### src/rtl/pll_cfg_seq.sv
// Divider/enable sequencer for the PLL configuration struct: loads new dividers only
// while the PLL is powered down, then re-enables it and qualifies lock with a timeout.
module pll_cfg_seq #(
    parameter int unsigned OFF_CYCLES   = 16,
    parameter int unsigned LOCK_STABLE  = 8,
    parameter int unsigned LOCK_TIMEOUT = 4096
) (
    input  logic        clk_i,
    input  logic        rst_ni,
    input  logic        req_i,
    input  logic [9:0]  cfg_ratio_i,
    input  logic [23:0] cfg_fraction_i,
    input  logic [5:0]  cfg_mdiv_i,
    input  logic [1:0]  cfg_vcodiv_i,
    input  logic [9:0]  cfg_zdiv0_i,
    input  logic        cfg_zdiv0_p5_i,
    input  logic [9:0]  cfg_zdiv1_i,
    input  logic        cfg_zdiv1_p5_i,
    input  logic        lock_i,
    output logic        pllen_o,
    output logic        bypass_o,
    output logic [9:0]  ratio_o,
    output logic [23:0] fraction_o,
    output logic [5:0]  mdiv_o,
    output logic [1:0]  vcodiv_o,
    output logic [9:0]  zdiv0_o,
    output logic        zdiv0_p5_o,
    output logic [9:0]  zdiv1_o,
    output logic        zdiv1_p5_o,
    output logic        busy_o,
    output logic        locked_o,
    output logic        done_o,
    output logic        err_cfg_o,
    output logic        err_timeout_o,
    output logic        err_lol_o
);

    localparam int unsigned OffW  = $clog2(OFF_CYCLES + 1);
    localparam int unsigned StabW = $clog2(LOCK_STABLE + 1);
    localparam int unsigned ToW   = $clog2(LOCK_TIMEOUT + 1);

    typedef enum logic [2:0] {
        StIdle,
        StPwrDown,
        StLoad,
        StPwrUp,
        StLocked,
        StError
    } state_e;

    state_e state_q;

    logic lock_meta_q, lock_s;

    logic [OffW-1:0]  off_cnt_q;
    logic [StabW-1:0] stab_cnt_q;
    logic [ToW-1:0]   to_cnt_q;

    logic [9:0]  sh_ratio_q;
    logic [23:0] sh_fraction_q;
    logic [5:0]  sh_mdiv_q;
    logic [1:0]  sh_vcodiv_q;
    logic [9:0]  sh_zdiv0_q;
    logic        sh_zdiv0_p5_q;
    logic [9:0]  sh_zdiv1_q;
    logic        sh_zdiv1_p5_q;

    logic accepting, cfg_valid;

    assign accepting = (state_q == StIdle) || (state_q == StLocked) || (state_q == StError);
    assign cfg_valid = (cfg_ratio_i != '0) && (cfg_mdiv_i != '0);

    always_ff @(posedge clk_i or negedge rst_ni) begin
        if (!rst_ni) begin
            lock_meta_q <= 1'b0;
            lock_s      <= 1'b0;
        end else begin
            lock_meta_q <= lock_i;
            lock_s      <= lock_meta_q;
        end
    end

    always_ff @(posedge clk_i or negedge rst_ni) begin
        if (!rst_ni) begin
            state_q       <= StIdle;
            off_cnt_q     <= '0;
            stab_cnt_q    <= '0;
            to_cnt_q      <= '0;
            sh_ratio_q    <= '0;
            sh_fraction_q <= '0;
            sh_mdiv_q     <= '0;
            sh_vcodiv_q   <= '0;
            sh_zdiv0_q    <= '0;
            sh_zdiv0_p5_q <= 1'b0;
            sh_zdiv1_q    <= '0;
            sh_zdiv1_p5_q <= 1'b0;
            pllen_o       <= 1'b0;
            bypass_o      <= 1'b1;
            ratio_o       <= '0;
            fraction_o    <= '0;
            mdiv_o        <= '0;
            vcodiv_o      <= '0;
            zdiv0_o       <= '0;
            zdiv0_p5_o    <= 1'b0;
            zdiv1_o       <= '0;
            zdiv1_p5_o    <= 1'b0;
            busy_o        <= 1'b0;
            locked_o      <= 1'b0;
            done_o        <= 1'b0;
            err_cfg_o     <= 1'b0;
            err_timeout_o <= 1'b0;
            err_lol_o     <= 1'b0;
        end else begin
            done_o    <= 1'b0;
            err_cfg_o <= 1'b0;
            if (accepting && req_i && cfg_valid) begin
                sh_ratio_q    <= cfg_ratio_i;
                sh_fraction_q <= cfg_fraction_i;
                sh_mdiv_q     <= cfg_mdiv_i;
                sh_vcodiv_q   <= cfg_vcodiv_i;
                sh_zdiv0_q    <= cfg_zdiv0_i;
                sh_zdiv0_p5_q <= cfg_zdiv0_p5_i;
                sh_zdiv1_q    <= cfg_zdiv1_i;
                sh_zdiv1_p5_q <= cfg_zdiv1_p5_i;
                err_timeout_o <= 1'b0;
                err_lol_o     <= 1'b0;
                off_cnt_q     <= '0;
                pllen_o       <= 1'b0;
                bypass_o      <= 1'b1;
                busy_o        <= 1'b1;
                locked_o      <= 1'b0;
                state_q       <= StPwrDown;
            end else begin
                if (accepting && req_i) begin
                    err_cfg_o <= 1'b1;
                end
                unique case (state_q)
                    StPwrDown: begin
                        if (off_cnt_q == OffW'(OFF_CYCLES - 1)) begin
                            state_q <= StLoad;
                        end else begin
                            off_cnt_q <= off_cnt_q + OffW'(1);
                        end
                    end
                    StLoad: begin
                        // Dividers only move here, while pllen_o is still low.
                        ratio_o    <= sh_ratio_q;
                        fraction_o <= sh_fraction_q;
                        mdiv_o     <= sh_mdiv_q;
                        vcodiv_o   <= sh_vcodiv_q;
                        zdiv0_o    <= sh_zdiv0_q;
                        zdiv0_p5_o <= sh_zdiv0_p5_q;
                        zdiv1_o    <= sh_zdiv1_q;
                        zdiv1_p5_o <= sh_zdiv1_p5_q;
                        stab_cnt_q <= '0;
                        to_cnt_q   <= '0;
                        pllen_o    <= 1'b1;
                        state_q    <= StPwrUp;
                    end
                    StPwrUp: begin
                        if (!lock_s) begin
                            stab_cnt_q <= '0;
                        end else if (stab_cnt_q != StabW'(LOCK_STABLE)) begin
                            stab_cnt_q <= stab_cnt_q + StabW'(1);
                        end
                        if (to_cnt_q != ToW'(LOCK_TIMEOUT)) begin
                            to_cnt_q <= to_cnt_q + ToW'(1);
                        end
                        // Lock qualification takes priority over a coincident timeout.
                        if (stab_cnt_q == StabW'(LOCK_STABLE)) begin
                            bypass_o <= 1'b0;
                            locked_o <= 1'b1;
                            busy_o   <= 1'b0;
                            done_o   <= 1'b1;
                            state_q  <= StLocked;
                        end else if (to_cnt_q == ToW'(LOCK_TIMEOUT - 1)) begin
                            pllen_o       <= 1'b0;
                            busy_o        <= 1'b0;
                            err_timeout_o <= 1'b1;
                            state_q       <= StError;
                        end
                    end
                    StLocked: begin
                        if (!lock_s) begin
                            bypass_o  <= 1'b1;
                            locked_o  <= 1'b0;
                            err_lol_o <= 1'b1;
                            state_q   <= StError;
                        end
                    end
                    default: ;
                endcase
            end
        end
    end

endmodule

### config.mk
export PLATFORM = sky130hd
export DESIGN_NAME = pll_cfg_seq
export DESIGN_NICKNAME = d
export VERILOG_FILES = /design/src/rtl/pll_cfg_seq.sv
export SDC_FILE = /design/constraint.sdc
export NUM_CORES = 1
export LEC_CHECK = 0
export ABC_CLOCK_PERIOD_IN_PS = 5700
export CORE_MARGIN = 2
export CORE_UTILIZATION = 35
export DETAILED_ROUTE_END_ITERATION = 16
export GPL_TIMING_DRIVEN = 0
export HOLD_SLACK_MARGIN = 0.06
export PLACE_DENSITY = 0.6
export SYNTH_ARGS = -nofsm -noshare
export SYNTH_HDL_FRONTEND = slang
export SYNTH_SLANG_ARGS = --single-unit
### constraint.sdc
create_clock -name clk_i -period 5.7 [get_ports clk_i]
set_input_delay 1.14 -clock clk_i [delete_from_list [all_inputs] [get_ports clk_i]]
set_output_delay 1.14 -clock clk_i [all_outputs]
set_load 0.1 [all_outputs]
**Word-level counts from Yosys, hierarchy flattened**

Cells that the tools add are included.
W data, S select, Z words.

- Div/mod/pow operators: 0
- Add/sub/neg operators: 3
- $mul: 0
- Equal/unequal tests: 21
- Order comparisons: 0
- Mux-type cells: 40
- Reductions and logical operators: 27
- Bitwise operators: 1
- Shift-type cells: 0

Operators by type and width:

| cell | count |
|---|---|
| $pmux W13 S2 | 1 |
| $mux W1 | 23 |
| $mux W3 | 5 |
| $mux W5 | 3 |
| $ne A3 B3 Y1 const B | 5 |
| $reduce_and A3 Y1 | 5 |
| $add A13 B1 Y13 const B | 1 |
| $eq A13 B12 Y1 const B | 1 |
| $mux W13 | 1 |
| $ne A13 B13 Y1 const B | 1 |
| $pmux W3 S4 | 1 |
| $reduce_bool A10 Y1 | 1 |
| $reduce_bool A2 Y1 | 5 |
| $reduce_bool A3 Y1 | 3 |
| $mux W4 | 2 |
| $ne A4 B4 Y1 const B | 2 |
| $pmux W4 S2 | 1 |
| $reduce_and A2 Y1 | 4 |
| $eq A3 B2 Y1 const B | 2 |
| $eq A3 B3 Y1 const B | 2 |
| $ne A2 B2 Y1 const B | 3 |
| $pmux W1 S2 | 3 |
| $reduce_bool A6 Y1 | 1 |
| $add A5 B1 Y5 const B | 1 |
| other kinds (12) | 15 |

- Latch bits: 0
- Register bits: 163
- Output and inout port bits: 72
- Logic and storage cells: 122
- RAM bits: 0
- Memories kept: 0
- Bits in read-only memories: 0
- Input bits: 68

**Longest topological paths before layout**

- Depth in word-level cells: 7
- Depth in mapped cells: 7
- Mapped depth without buffers: 7

**Worst setup path after synthesis**

OpenSTA, ideal clock, no wires.

- Path kind: input to register
- Start: in cfg_ratio_i[5]
- End: reg sh_fraction_q[21]
- Data arrival time: 2.728 ns
- Stages on the path: 7
- Setup slack: 2.847 ns
- Library setup time: 0.125 ns
- Data required time: 5.575 ns
- Path buffers: 3
- Cells stage by stage: or4_4 nor4_4 a211o_1 buf_6 buf_12 buf_12 mux2_4

- Cells in the longest elaborated chain, start to end: 3

Ends and longest elaborated chain:

| what | RTL line | RTL |
|---|---|---|
| from (decl) | 11 | `input logic [9:0] cfg_ratio_i,` |
| $reduce_bool A10 Y1 | 71 | `assign cfg_valid = (cfg_ratio_i != '0) && (cfg_mdiv_i != '0);` |
| $logic_and A1 B1 Y1 | 71 |  |
| $logic_and A1 B1 Y1 | 116 | `if (accepting && req_i && cfg_valid) begin` |
| to (signal assigned) | 118 | `sh_fraction_q <= cfg_fraction_i;` |
| to (decl) | 60 | `logic [23:0] sh_fraction_q;` |

Every way passes these cells.
A chain may end at the register's enable or synchronous reset.

**Worst setup path in the final report**

- Start: reg bypass_o
- End: out bypass_o

RTL lines:

| what | RTL line | RTL |
|---|---|---|
| from (decl) | 21 | `output logic bypass_o,` |
| from (signal assigned) | 98 | `bypass_o <= 1'b1;` |
| from (signal assigned) | 129 | `bypass_o <= 1'b1;` |
| from (signal assigned) | 171 | `bypass_o <= 1'b0;` |

No word-level cell between the ends.

==> impl_results.md <==
* Status: completed
* Worst EP arrival at 2.06 ns
* Root buffer cell: clkbuf_16
* Net Count, Synth at 531
* Logic gate share of total power at 0.477
* Final Setup Violations at 0
* XOR/XNOR share of the synthesized area at 0.0106
* Crit Path Class: register to output port
* Mux cell area share after synthesis at 0.224
* Antenna violations before repair at 0
* Hold Path Class: register to register
* Number of DRC markers in iteration 0 at 151
* Post-synthesis compound-gate area fraction at 0.0344
* Area share of fa/ha/maj cells after synthesis at 0.0114
* Pre-CTS WS at 2.18 ns
* Overall power at 5.20 mW
* Worst-margin pin slew at 1.02 ns
* Die area at 19900 µm²
* Seq/Total Area, Yosys at 0.619
* Switching pwr at 2.45 mW
* Vias in the first global route at 4509
* F_max at 313 MHz
* Hold Fails Final Rpt at 0
* IO Pins at 140
* Simple-gate share of the synthesized area at 0.0733
* FF+latch count, synth at 163
* Worst EP required at 4.56 ns
* Pleak at 3.96 nW
* Die X at 141 µm
* Slew HR at 0.319
* Height of the die at 141 µm
* Slew Limit Fails at 0
* Final WS setup at 2.50 ns
* Vias post-DR at 4153
* Layout cell share with drive strength beyond 1 at 0.289
* Post-Synthesis Cells at 457
* Avg Cell Area, Syn at 14.4 µm²
* Max IR drop VDD at 0.000356 V
* Fillers at 1631
* RSZ-0062 raised after global routing: false
* Final wirelength at 14100 µm
* N_diodes at 0
* Worst R2R Setup Slack at 3.33 ns
* Power share of the clock group at 0.218
* Asr flop ratio synth at 1.00
* Post-DR wirelength/cell at 16.4 µm
* Largest net degree at the start of global routing at 90
* Clk_skew at 0.00761 ns
* Worst-Skew Late Latency at 0.41 ns
* PostCTS Resize Cnt at 0
* Number of flops mapped to enable cells by yosys at 0
* Yosys warning count at 0
* Clk slew on worst S/H paths at 0.06 ns
* Cts-stage hold buffer count at 0
* First-pass GRT wire length at 23400 µm
* Post-DP HPWL at 9840 µm
* GR Util All Layers at 0.148
* Area Overhead vs Synth at 35.0%
* MaxCap Viol Count at 0
* Post-CTS setup buffer count at 0
* Slowest CP cell: clkdlybuf4s50_1
* RD Place Congestion at 0.800
* Final nets at 690
* Fraction of the cycle the final worst path needs at 0.561
* CTS tree: built
* CP Cell Sequence: clkdlybuf4s50_1
* PwrDens at 584 nW/µm²
* Drt pass-1 iters at 4
* Placed Instances at 831
* Crit path launch type: register
* Cell Area, Synth at 6590 µm²
* # DRC at 0
* Switch share at 0.472
* Largest family of logic cells by synthesized area: multiplexers
* Clock Sink Count at 163
* Top Family by Delay on Critical Path: buffers and inverters
* Worst Path Max Fanout at 2
* Max stage delay on crit path at 1.12 ns
* Sum of negative setup slack at 0 ns
* Core Rows at 50
* Clk buf depth at 2
* Yosys cell types at 51
* Global route total overflow at 0
* Starting Density at 0.355
* Worst Path Buf+Inv at 1
* Sequential Power Share at 0.305
* Vias per std cell at 4.82
* # port buffers at 139
* H-Tree Depth at 4
* CTS Buf Count at 17
* Internal at 2.75 mW
* Min cycle time layout at 3.20 ns
* Core Area at 18600 µm²
* Commonest register cell after synthesis: dfrtp_1
* Non-filler cells, final at 861
* Antenna-violating nets left at 0
* Crit. End Element: output port
## worst reg2reg max path, stage by stage (launching register included)
cell and delay, ns:
dfrtp_1 0.47, nand2b_1 0.25, nor2_1 0.44, buf_2 0.38
buf_2 0.34, mux2_2 0.38
## state kept, by name, summed over array words and instances (netlist names), 3 cells and up
signal         cells
to_cnt_q          13
fraction_o        24
sh_zdiv1_q        10
state_q            3
stab_cnt_q         4
zdiv0_o           10
zdiv1_o           10
sh_fraction_q     24
mdiv_o             6
off_cnt_q          5
sh_ratio_q        10
sh_zdiv0_q        10
sh_mdiv_q          6
ratio_o           10
## cell usage in the layout, fill, tap and decap left out, types with 3 or more instances in the layout
master / n
nor2_1: 23
nor4_1: 3
o21ai_0: 11
mux2_2: 126
clkbuf_1: 7
clkdlybuf4s50_1: 138
dfrtp_1: 162
nand4_1: 4
o21a_1: 3
clkbuf_8: 4
nand2b_1: 6
nand2_1: 16
inv_1: 10
a21oi_1: 8
nand3b_1: 3
or4_1: 5
nor3_1: 5
buf_6: 4
nand3_1: 7
ha_1: 6
mux2_4: 3
clkbuf_16: 17
xnor2_1: 6
buf_2: 4
## layer usage
layer | vias to the layer above | global-route usage | part of all wire
li1 | 1945 | - | -
met1 | 2101 | 0.188 | 0.44
met2 | 95 | 0.246 | 0.50
met3 | 12 | 0.0493 | 0.056
met4 | 0 | 0.0379 | 0.0084
met5 | - | 0 | 0
## cells in the mapped netlist (3+ instances only)
cell / count / area share
or4_1: 5 / 0.0057
nand4_1: 4 / 0.0038
nand3_1: 7 / 0.0053
dfrtp_1: 162 / 0.62
ha_1: 6 / 0.011
nor2_1: 23 / 0.013
inv_1: 10 / 0.0057
mux2_2: 126 / 0.22
nor3_1: 5 / 0.0038
nor4_1: 3 / 0.0028
buf_2: 4 / 0.0030
nand3b_1: 3 / 0.0034
buf_6: 4 / 0.0068
mux2_4: 3 / 0.0068
o21ai_0: 11 / 0.0084
xnor2_1: 6 / 0.0080
nand2b_1: 6 / 0.0057
o21a_1: 3 / 0.0034
nand2_1: 16 / 0.0091
clkbuf_1: 5 / 0.0028
a21oi_1: 8 / 0.0061
## final cells by class
type,count,area (µm²),area share
Sequential cell,163,4080,0.459
Multi-Input combinational cell,266,2330,0.262
Timing Repair Buffer,140,1420,0.160
Clock buffer,23,488,0.0549
Tap cell,234,293,0.0329
Buffer,18,143,0.0160
Clock inverter,7,98.8,0.0111
Inverter,10,37.5,0.00422
## power groups by stage
| stage | sequential [mW] | clock, mW | combinational [mW] |
|---|---|---|---|
| floorplan | 3.08 | 0 | 0.377 |
| global placement | 1.59 | 0 | 2.48 |
| detailed placement | 1.60 | 0 | 2.49 |
| CTS | 1.59 | 1.17 | 2.50 |
| global route | 1.62 | 1.22 | 2.56 |
| finish | 1.58 | 1.13 | 2.48 |
## per-stage QoR
stage          hold slack [ns]   util  cell area (µm²)
6_report                 0.361  0.479             8890
5_1_grt                  0.372  0.479             8890
4_1_cts                  0.365  0.479             8890
3_5_place_dp             0.342  0.447             8310
3_3_place_gp             0.347  0.445             8270
2_1_floorplan            0.331      -             6590
## logic make-up (layout without fill, tap and decap cells)
group           Yosys count  in the layout
compound gates           35             35
xor+xnor                  8              8
simple gates             87             87
fa+ha+maj                 6              6
flops                   163            163
mux                     130            130
buf+inv                  28            198
## worst paths after layout
path                                  start           to  depth (start not counted)
worst min-delay path            lock_meta_q       lock_s                          0
worst max-delay path               bypass_o     bypass_o                          1
worst min register to register  lock_meta_q       lock_s                          0
max in group asynchronous            rst_ni   zdiv1_o[0]                          2
min in group asynchronous            rst_ni  to_cnt_q[7]                          1
worst max register to register   state_q[2]    mdiv_o[0]                          5
Note: power is estimated with default switching activity, not from simulation.
